<file path="config.mk">
export PLATFORM = sky130hd
export DESIGN_NAME = control_unit
export DESIGN_NICKNAME = d
export VERILOG_FILES = /design/src/rtl/control_unit_pkg.sv /design/src/rtl/control_unit.sv
export SDC_FILE = /design/constraint.sdc
export NUM_CORES = 1
export LEC_CHECK = 0
export BUFFER_PORTS_ARGS = -buffer_cell sky130_fd_sc_hd__clkbuf_2
export CAP_MARGIN = 15
export CORE_ASPECT_RATIO = 1.2
export CORE_MARGIN = 4
export CORE_UTILIZATION = 47
export CTS_CLUSTER_DIAMETER = 30
export DETAILED_ROUTE_END_ITERATION = 10
export PLACE_DENSITY = 0.77
export REMOVE_ABC_BUFFERS = 1
export SLEW_MARGIN = 25
export SYNTH_ARGS = -nofsm -noshare
export SYNTH_HDL_FRONTEND = slang
export SYNTH_SLANG_ARGS = --single-unit
</file>
<file path="constraint.sdc">
create_clock -name clk -period 2 [get_ports clk]
set_input_delay 0.1 -clock clk [delete_from_list [all_inputs] [get_ports clk]]
set_output_delay 0.1 -clock clk [all_outputs]
set_load 0.005 [all_outputs]
</file>
<file path="src/rtl/control_unit_pkg.sv">
// Shared definitions for the Mini-SRC hardwired control unit: opcodes,
// MDR mux selects, sequencer states, the control-strobe bundle and the
// per-opcode execute decode.
package control_unit_pkg;

  typedef enum logic [4:0] {
    OP_LD   = 5'b00000, OP_LDI  = 5'b00001, OP_ST   = 5'b00010, OP_ADD  = 5'b00011,
    OP_SUB  = 5'b00100, OP_AND  = 5'b00101, OP_OR   = 5'b00110, OP_SHR  = 5'b00111,
    OP_SHRA = 5'b01000, OP_SHL  = 5'b01001, OP_ROR  = 5'b01010, OP_ROL  = 5'b01011,
    OP_ADDI = 5'b01100, OP_ANDI = 5'b01101, OP_ORI  = 5'b01110, OP_MUL  = 5'b01111,
    OP_DIV  = 5'b10000, OP_NEG  = 5'b10001, OP_NOT  = 5'b10010, OP_BR   = 5'b10011,
    OP_JR   = 5'b10100, OP_JAL  = 5'b10101, OP_IN   = 5'b10110, OP_OUT  = 5'b10111,
    OP_MFHI = 5'b11000, OP_MFLO = 5'b11001, OP_NOP  = 5'b11010, OP_HALT = 5'b11011
  } opcode_e;

  typedef enum logic [2:0] {
    MDR_SEL_NONE = 3'b000,
    MDR_SEL_BUS  = 3'b001,
    MDR_SEL_RAM  = 3'b010,
    MDR_SEL_MDIN = 3'b100
  } mdr_sel_e;

  typedef enum logic [1:0] {
    S_RESET = 2'd0,
    S_RUN   = 2'd1,
    S_HALT  = 2'd2
  } state_e;

  typedef struct packed {
    logic Gra, Grb, Grc, R_enable, Rout, BAout, Cout;
    logic PCout, MDRout, ZLowout, ZHighout, HIout, LOout, InPortout, Yout;
    logic PC_enable, IR_enable, MAR_enable, MDR_enable, Y_enable;
    logic Z_enable, HI_enable, LO_enable, CON_enable, OutPort_enable;
    logic IncPC, RAM_read, RAM_write;
    mdr_sel_e MDR_read;
  } ctrl_t;

  // Final control step of each instruction; nop, halt and undefined opcodes end after fetch.
  function automatic logic [3:0] last_step(input logic [4:0] op);
    logic [3:0] n;
    n = 4'd3;
    case (op)
      OP_LD:                                   n = 4'd9;
      OP_ST:                                   n = 4'd8;
      OP_MUL, OP_DIV, OP_BR:                   n = 4'd7;
      OP_ADD, OP_SUB, OP_AND, OP_OR, OP_SHR, OP_SHRA, OP_SHL, OP_ROR, OP_ROL,
      OP_ADDI, OP_ANDI, OP_ORI, OP_LDI:        n = 4'd6;
      OP_NEG, OP_NOT, OP_JAL:                  n = 4'd5;
      OP_JR, OP_IN, OP_OUT, OP_MFHI, OP_MFLO:  n = 4'd4;
      default:                                 n = 4'd3;
    endcase
    return n;
  endfunction

  // Strobes for execute steps T4 and later.
  function automatic ctrl_t exec_ctrl(input logic [4:0] op, input logic [3:0] step, input logic con);
    ctrl_t c;
    c = '0;
    case (op)
      OP_ADD, OP_SUB, OP_AND, OP_OR, OP_SHR, OP_SHRA, OP_SHL, OP_ROR, OP_ROL,
      OP_ADDI, OP_ANDI, OP_ORI: begin
        case (step)
          4'd4: begin c.Grb = 1'b1; c.Rout = 1'b1; c.Y_enable = 1'b1; end
          4'd5: begin
            if (op inside {OP_ADDI, OP_ANDI, OP_ORI}) c.Cout = 1'b1;
            else begin c.Grc = 1'b1; c.Rout = 1'b1; end
            c.Z_enable = 1'b1;
          end
          4'd6: begin c.ZLowout = 1'b1; c.Gra = 1'b1; c.R_enable = 1'b1; end
          default: ;
        endcase
      end
      OP_NEG, OP_NOT: begin
        case (step)
          4'd4: begin c.Grb = 1'b1; c.Rout = 1'b1; c.Z_enable = 1'b1; end
          4'd5: begin c.ZLowout = 1'b1; c.Gra = 1'b1; c.R_enable = 1'b1; end
          default: ;
        endcase
      end
      OP_MUL, OP_DIV: begin
        case (step)
          4'd4: begin c.Gra = 1'b1; c.Rout = 1'b1; c.Y_enable = 1'b1; end
          4'd5: begin c.Grb = 1'b1; c.Rout = 1'b1; c.Z_enable = 1'b1; end
          4'd6: begin c.ZLowout = 1'b1; c.LO_enable = 1'b1; end
          4'd7: begin c.ZHighout = 1'b1; c.HI_enable = 1'b1; end
          default: ;
        endcase
      end
      OP_LD, OP_LDI, OP_ST: begin
        case (step)
          4'd4: begin c.Grb = 1'b1; c.BAout = 1'b1; c.Rout = 1'b1; c.Y_enable = 1'b1; end
          4'd5: begin c.Cout = 1'b1; c.Z_enable = 1'b1; end
          4'd6: begin
            c.ZLowout = 1'b1;
            if (op == OP_LDI) begin c.Gra = 1'b1; c.R_enable = 1'b1; end
            else c.MAR_enable = 1'b1;
          end
          4'd7: begin
            if (op == OP_LD) c.RAM_read = 1'b1;
            else if (op == OP_ST) begin
              c.Gra = 1'b1; c.Rout = 1'b1; c.MDR_enable = 1'b1; c.MDR_read = MDR_SEL_BUS;
            end
          end
          4'd8: begin
            if (op == OP_LD) begin c.MDR_enable = 1'b1; c.MDR_read = MDR_SEL_RAM; end
            else if (op == OP_ST) c.RAM_write = 1'b1;
          end
          4'd9: if (op == OP_LD) begin c.MDRout = 1'b1; c.Gra = 1'b1; c.R_enable = 1'b1; end
          default: ;
        endcase
      end
      OP_BR: begin
        case (step)
          4'd4: begin c.Gra = 1'b1; c.Rout = 1'b1; c.CON_enable = 1'b1; end
          4'd5: begin c.PCout = 1'b1; c.Y_enable = 1'b1; end
          4'd6: begin c.Cout = 1'b1; c.Z_enable = 1'b1; end
          4'd7: if (con) begin c.ZLowout = 1'b1; c.PC_enable = 1'b1; end
          default: ;
        endcase
      end
      OP_JR:   if (step == 4'd4) begin c.Gra = 1'b1; c.Rout = 1'b1; c.PC_enable = 1'b1; end
      OP_JAL: begin
        case (step)
          4'd4: begin c.PCout = 1'b1; c.Gra = 1'b1; c.R_enable = 1'b1; end
          4'd5: begin c.Grb = 1'b1; c.Rout = 1'b1; c.PC_enable = 1'b1; end
          default: ;
        endcase
      end
      OP_IN:   if (step == 4'd4) begin c.InPortout = 1'b1; c.Gra = 1'b1; c.R_enable = 1'b1; end
      OP_OUT:  if (step == 4'd4) begin c.Gra = 1'b1; c.Rout = 1'b1; c.OutPort_enable = 1'b1; end
      OP_MFHI: if (step == 4'd4) begin c.HIout = 1'b1; c.Gra = 1'b1; c.R_enable = 1'b1; end
      OP_MFLO: if (step == 4'd4) begin c.LOout = 1'b1; c.Gra = 1'b1; c.R_enable = 1'b1; end
      default: ;
    endcase
    return c;
  endfunction

endpackage

</file>
<file path="src/rtl/control_unit.sv">
// Hardwired Mini-SRC sequencer: fetch T0..T3, opcode-driven execute from T4,
// then back to fetch or into halt. Outputs decode from the current step only.
module control_unit
  import control_unit_pkg::*;
#(
  parameter int unsigned RESET_PC_HOLD = 1
) (
  input  logic       clk,
  input  logic       clr,
  input  logic [4:0] opcode,
  input  logic       con_ff,
  input  logic       stop,
  output logic       run,
  output logic       Gra, Grb, Grc, R_enable, Rout, BAout, Cout,
  output logic       PCout, MDRout, ZLowout, ZHighout, HIout, LOout, InPortout, Yout,
  output logic       PC_enable, IR_enable, MAR_enable, MDR_enable, Y_enable,
  output logic       Z_enable, HI_enable, LO_enable, CON_enable, OutPort_enable,
  output logic       IncPC, RAM_read, RAM_write,
  output logic [2:0] MDR_read
);

  localparam int unsigned HoldW = (RESET_PC_HOLD > 1) ? $clog2(RESET_PC_HOLD + 1) : 1;

  state_e           state_q, state_d;
  logic [3:0]       step_q, step_d;
  logic [HoldW-1:0] hold_q, hold_d;
  logic             last;
  ctrl_t            ctrl;

  assign last = (step_q == last_step(opcode));

  // Next state: reset hold countdown, step advance, retire to fetch or halt.
  always_comb begin
    state_d = state_q;
    step_d  = step_q;
    hold_d  = hold_q;
    case (state_q)
      S_RESET: begin
        if (32'(hold_q) + 32'd1 >= RESET_PC_HOLD) begin
          state_d = S_RUN;
          step_d  = '0;
        end else begin
          hold_d = hold_q + 1'b1;
        end
      end
      S_RUN: begin
        if (last) begin
          step_d  = '0;
          state_d = (stop || opcode == OP_HALT) ? S_HALT : S_RUN;
        end else begin
          step_d = step_q + 4'd1;
        end
      end
      S_HALT:  ;
      default: state_d = S_RESET;
    endcase
  end

  // State register with synchronous active-low clear.
  always_ff @(posedge clk) begin
    if (!clr) begin
      state_q <= S_RESET;
      step_q  <= '0;
      hold_q  <= '0;
    end else begin
      state_q <= state_d;
      step_q  <= step_d;
      hold_q  <= hold_d;
    end
  end

  // Strobe decode: fetch steps are fixed, execute steps come from the opcode table.
  always_comb begin
    ctrl = '0;
    if (state_q == S_RUN) begin
      case (step_q)
        4'd0: begin ctrl.PCout = 1'b1; ctrl.MAR_enable = 1'b1; ctrl.IncPC = 1'b1; ctrl.Z_enable = 1'b1; end
        4'd1: begin ctrl.ZLowout = 1'b1; ctrl.PC_enable = 1'b1; ctrl.RAM_read = 1'b1; end
        4'd2: begin ctrl.MDR_enable = 1'b1; ctrl.MDR_read = MDR_SEL_RAM; end
        4'd3: begin ctrl.MDRout = 1'b1; ctrl.IR_enable = 1'b1; end
        default: ctrl = exec_ctrl(opcode, step_q, con_ff);
      endcase
    end
  end

  assign run            = (state_q == S_RUN);
  assign Gra            = ctrl.Gra;
  assign Grb            = ctrl.Grb;
  assign Grc            = ctrl.Grc;
  assign R_enable       = ctrl.R_enable;
  assign Rout           = ctrl.Rout;
  assign BAout          = ctrl.BAout;
  assign Cout           = ctrl.Cout;
  assign PCout          = ctrl.PCout;
  assign MDRout         = ctrl.MDRout;
  assign ZLowout        = ctrl.ZLowout;
  assign ZHighout       = ctrl.ZHighout;
  assign HIout          = ctrl.HIout;
  assign LOout          = ctrl.LOout;
  assign InPortout      = ctrl.InPortout;
  assign Yout           = ctrl.Yout;
  assign PC_enable      = ctrl.PC_enable;
  assign IR_enable      = ctrl.IR_enable;
  assign MAR_enable     = ctrl.MAR_enable;
  assign MDR_enable     = ctrl.MDR_enable;
  assign Y_enable       = ctrl.Y_enable;
  assign Z_enable       = ctrl.Z_enable;
  assign HI_enable      = ctrl.HI_enable;
  assign LO_enable      = ctrl.LO_enable;
  assign CON_enable     = ctrl.CON_enable;
  assign OutPort_enable = ctrl.OutPort_enable;
  assign IncPC          = ctrl.IncPC;
  assign RAM_read       = ctrl.RAM_read;
  assign RAM_write      = ctrl.RAM_write;
  assign MDR_read       = ctrl.MDR_read;

endmodule

</file>
==> impl_metrics.tcl <==
set metrics [dict create \
    floorplan.initialDensity_pct 49.1 \
    die_y_um 67.1 \
    critPathLaunchType "flop" \
    die_x_um 57.2 \
    remaining_drc_errors 0 \
    setup_viol 10 \
    power.density_mw_per_mm2 271 \
    rsz0062_at_grt "yes" \
    grt_overflow 0 \
    wirelength_um 4290 \
    vias 1701 \
    reg2reg_from "state_q[1]" \
    instances_no_fill 287 \
    clockBufferDepth 2 \
    holdWs_ns 0.148 \
    fin_crit_ns 2.07 \
    io_pins 41 \
    r2r-end "step_q[3]" \
    fin_crit_sh_pct 103 \
    viasPerCell 5.93 \
    hold_buffers 0 \
    p_comb_share_pct 54.1 \
    clock_latency_ns 0.24 \
    num_antenna_cells 0 \
    yosys-top-cells-area "dfxtp_1, ha_1, nand2_1, nor2_1, o21ai_0" \
    maxCapViolations 0 \
    arrival_ns 1.97 \
    grt_pass1_vias 1551 \
    fmax_mhz 484 \
    hpwl_um 3200 \
    relSlewSlack_pct 61.1 \
    antenna_found_initial 0 \
    clkPwrFrac_pct 21.2 \
    holdPathStages 2 \
    yosysUniqueCellTypes 64 \
    violations "setup timing" \
    detail-route-antenna-nets 0 \
    rows 21 \
    ir_drop_v 0.000337 \
    min-delay-start "clr" \
    core_mm2 0.00279 \
    syn_avg_cell_area_um2 7.12 \
    synth-edff-count 0 \
    avgRoutedWirePerCell_um 14.9 \
    synth_top_area_cell "dfxtp_1" \
    hold_path_end "state_q[1]" \
    crit_path_max_incr_delay_ns 0.34 \
    numPortBuffers 38 \
    synth_top_area_share_pct 8.79 \
    clkSinkCount 6 \
    skew_ns 0.00201 \
    cp-end-kind "output pin" \
    syn2layout_area_growth_pct 39.4 \
    power_frac_seq_pct 24.7 \
    ys_warn_count 0 \
    worstPathCellList "inv_1, ha_2, buf_4, and2_1, o21ai_0, a31oi_1, buf_2" \
    synthesis.area_mm2 0.00137 \
    reg2reg_depth 6 \
    drt_first_pass_iters 5 \
    cts_made_buffers 3 \
    ys_seq_area_share_pct 8.79 \
    globalplace.congestion 0.874 \
    root_buffer "clkbuf_4" \
    switchingPower_w 0.000200 \
    syn_inst 192 \
    htree_levels 1 \
    run_status "finished, violations left" \
    synth_ff_type "dfxtp_1" \
    gr-usage-all-layers_pct 21.5 \
    clk_pin_slew_ns 0.04 \
    swShare_pct 38.8 \
    critPathSlowestCell "dfxtp_2" \
    place_inst 278 \
    die_area_mm2 0.00384 \
    required_ns 1.90 \
    yosysMostFrequentCell "nand2_1" \
    r2r_slack_ns 0.41 \
    grt_pass1_wl_um 6760 \
    nNetsFinal 272 \
    first_iter_violations 62 \
    ys_async_sr_fraction_pct 0 \
    cts_tree "yes" \
    p_int_w 0.000316 \
    grt_max_degree 19 \
    worst-setup-path-type "reg2out" \
    yosys-top-cells-count "nand2_1, nor2_1, o21ai_0, nand3_1" \
    max_slew.worst_pin.slew_ns 0.579 \
    hp-class "in2reg" \
    cp_max_fo 9 \
    p_leak_nw 0.851 \
    timing.final.ws_setup_ns -0.0680 \
    synth_seq_cells 6 \
    hold_viol 0 \
    drv_slew 0 \
    layout-drive-gt1-share_pct 46.6 \
]
sequential cells by signal (all words and copies together), names as in the netlist:
signal / count
state_q: 2
step_q: 4
worst max-delay path, delay by kind of cell (launching register included):
| family | cells | cell delay [ns] |
|---|---|---|
| and+or+nand+nor | 1 | 0.32 |
| buffers and inverters | 3 | 0.41 |
| adders and majority gates | 1 | 0.22 |
| AOI/OAI and AO/OA | 2 | 0.43 |
| DFF | 1 | 0.34 |
timing repair:
action | 4_1_cts | 5_1_grt
gates resized for setup | 13 | 28
setup endpoints to repair | 24 | 25
pin swaps | 3 | 8
setup buffers | 2 | 4
routing by layer:
metal / global-route usage, % / share of wire [%]
met1: 25.6 / 41
met2: 38.0 / 51
met3: 2.52 / 5.7
met4: 10.1 / 2.6
met5: 0 / 0
logic make-up after synthesis:
kind of cell,Yosys count,synth area share [%]
mux,2,1.65
fa+ha+maj,8,7.33
buf+inv,26,10.5
xor+xnor,3,3.30
flops,6,8.79
other cells,1,0.274
simple gates,95,40.1
compound gates,51,28.0
metrics by stage:
stage	worst slack, ns	instance area [µm²]	total power [W]	TNS (ns)	util, %
floorplan	-0.764	1260	0.000262	-13.60	-
global placement	0.0577	1720	0.000373	0	61.8
detailed placement	0.0463	1720	0.000376	0	61.8
CTS	-0.0234	1800	0.000500	-0.0729	64.6
global route	-0.152	1900	0.000553	-2.00	68.4
finish	-0.0680	1900	0.000517	-0.229	68.4
final cells by class:
cell class | instances | area, µm²
Clock buffer | 3 | 22.5
Fill cell | 255 | 881
Inverter | 8 | 30.0
Multi-Input combinational cell | 161 | 1210
Sequential cell | 6 | 125
Tap cell | 34 | 42.5
Timing Repair Buffer | 75 | 475
power by group through the flow:
stage          Combinational (W)  Sequential [W]  Clock, W
2_1_floorplan           0.000130        0.000131         0
3_3_place_gp            0.000244        0.000129         0
3_5_place_dp            0.000247        0.000129         0
4_1_cts                 0.000261        0.000127  0.000112
5_1_grt                 0.000305        0.000128  0.000119
6_report                0.000279        0.000128  0.000109
layout by cell type, fill, tap and decap left out, types with 5 or more instances in the layout:
cell	netlist	final
buf_4	5	35
clkbuf_2	1	29
nand2_1	20	19
nor2_1	19	17
nand3_1	9	9
buf_2	3	9
o21ai_0	10	8
inv_1	7	6
a21oi_1	7	6
a31oi_1	5	5
and3_1	5	5
and2_1	6	5
worst max path at each step:
stage | startpoint | end | slack (ns) | cells past startpoint
6_report | step_q[0] | Gra | -0.07 | 7
5_1_grt | step_q[0] | Z_enable | -0.15 | 8
4_1_cts | step_q[0] | Z_enable | -0.02 | 8
3_5_place_dp | step_q[0] | LOout | 0.05 | 7
3_3_place_gp | opcode[1] | Z_enable | 0.06 | 10
2_1_floorplan | step_q[0] | HIout | -0.76 | 6
(Power assumes the default switching activity.)
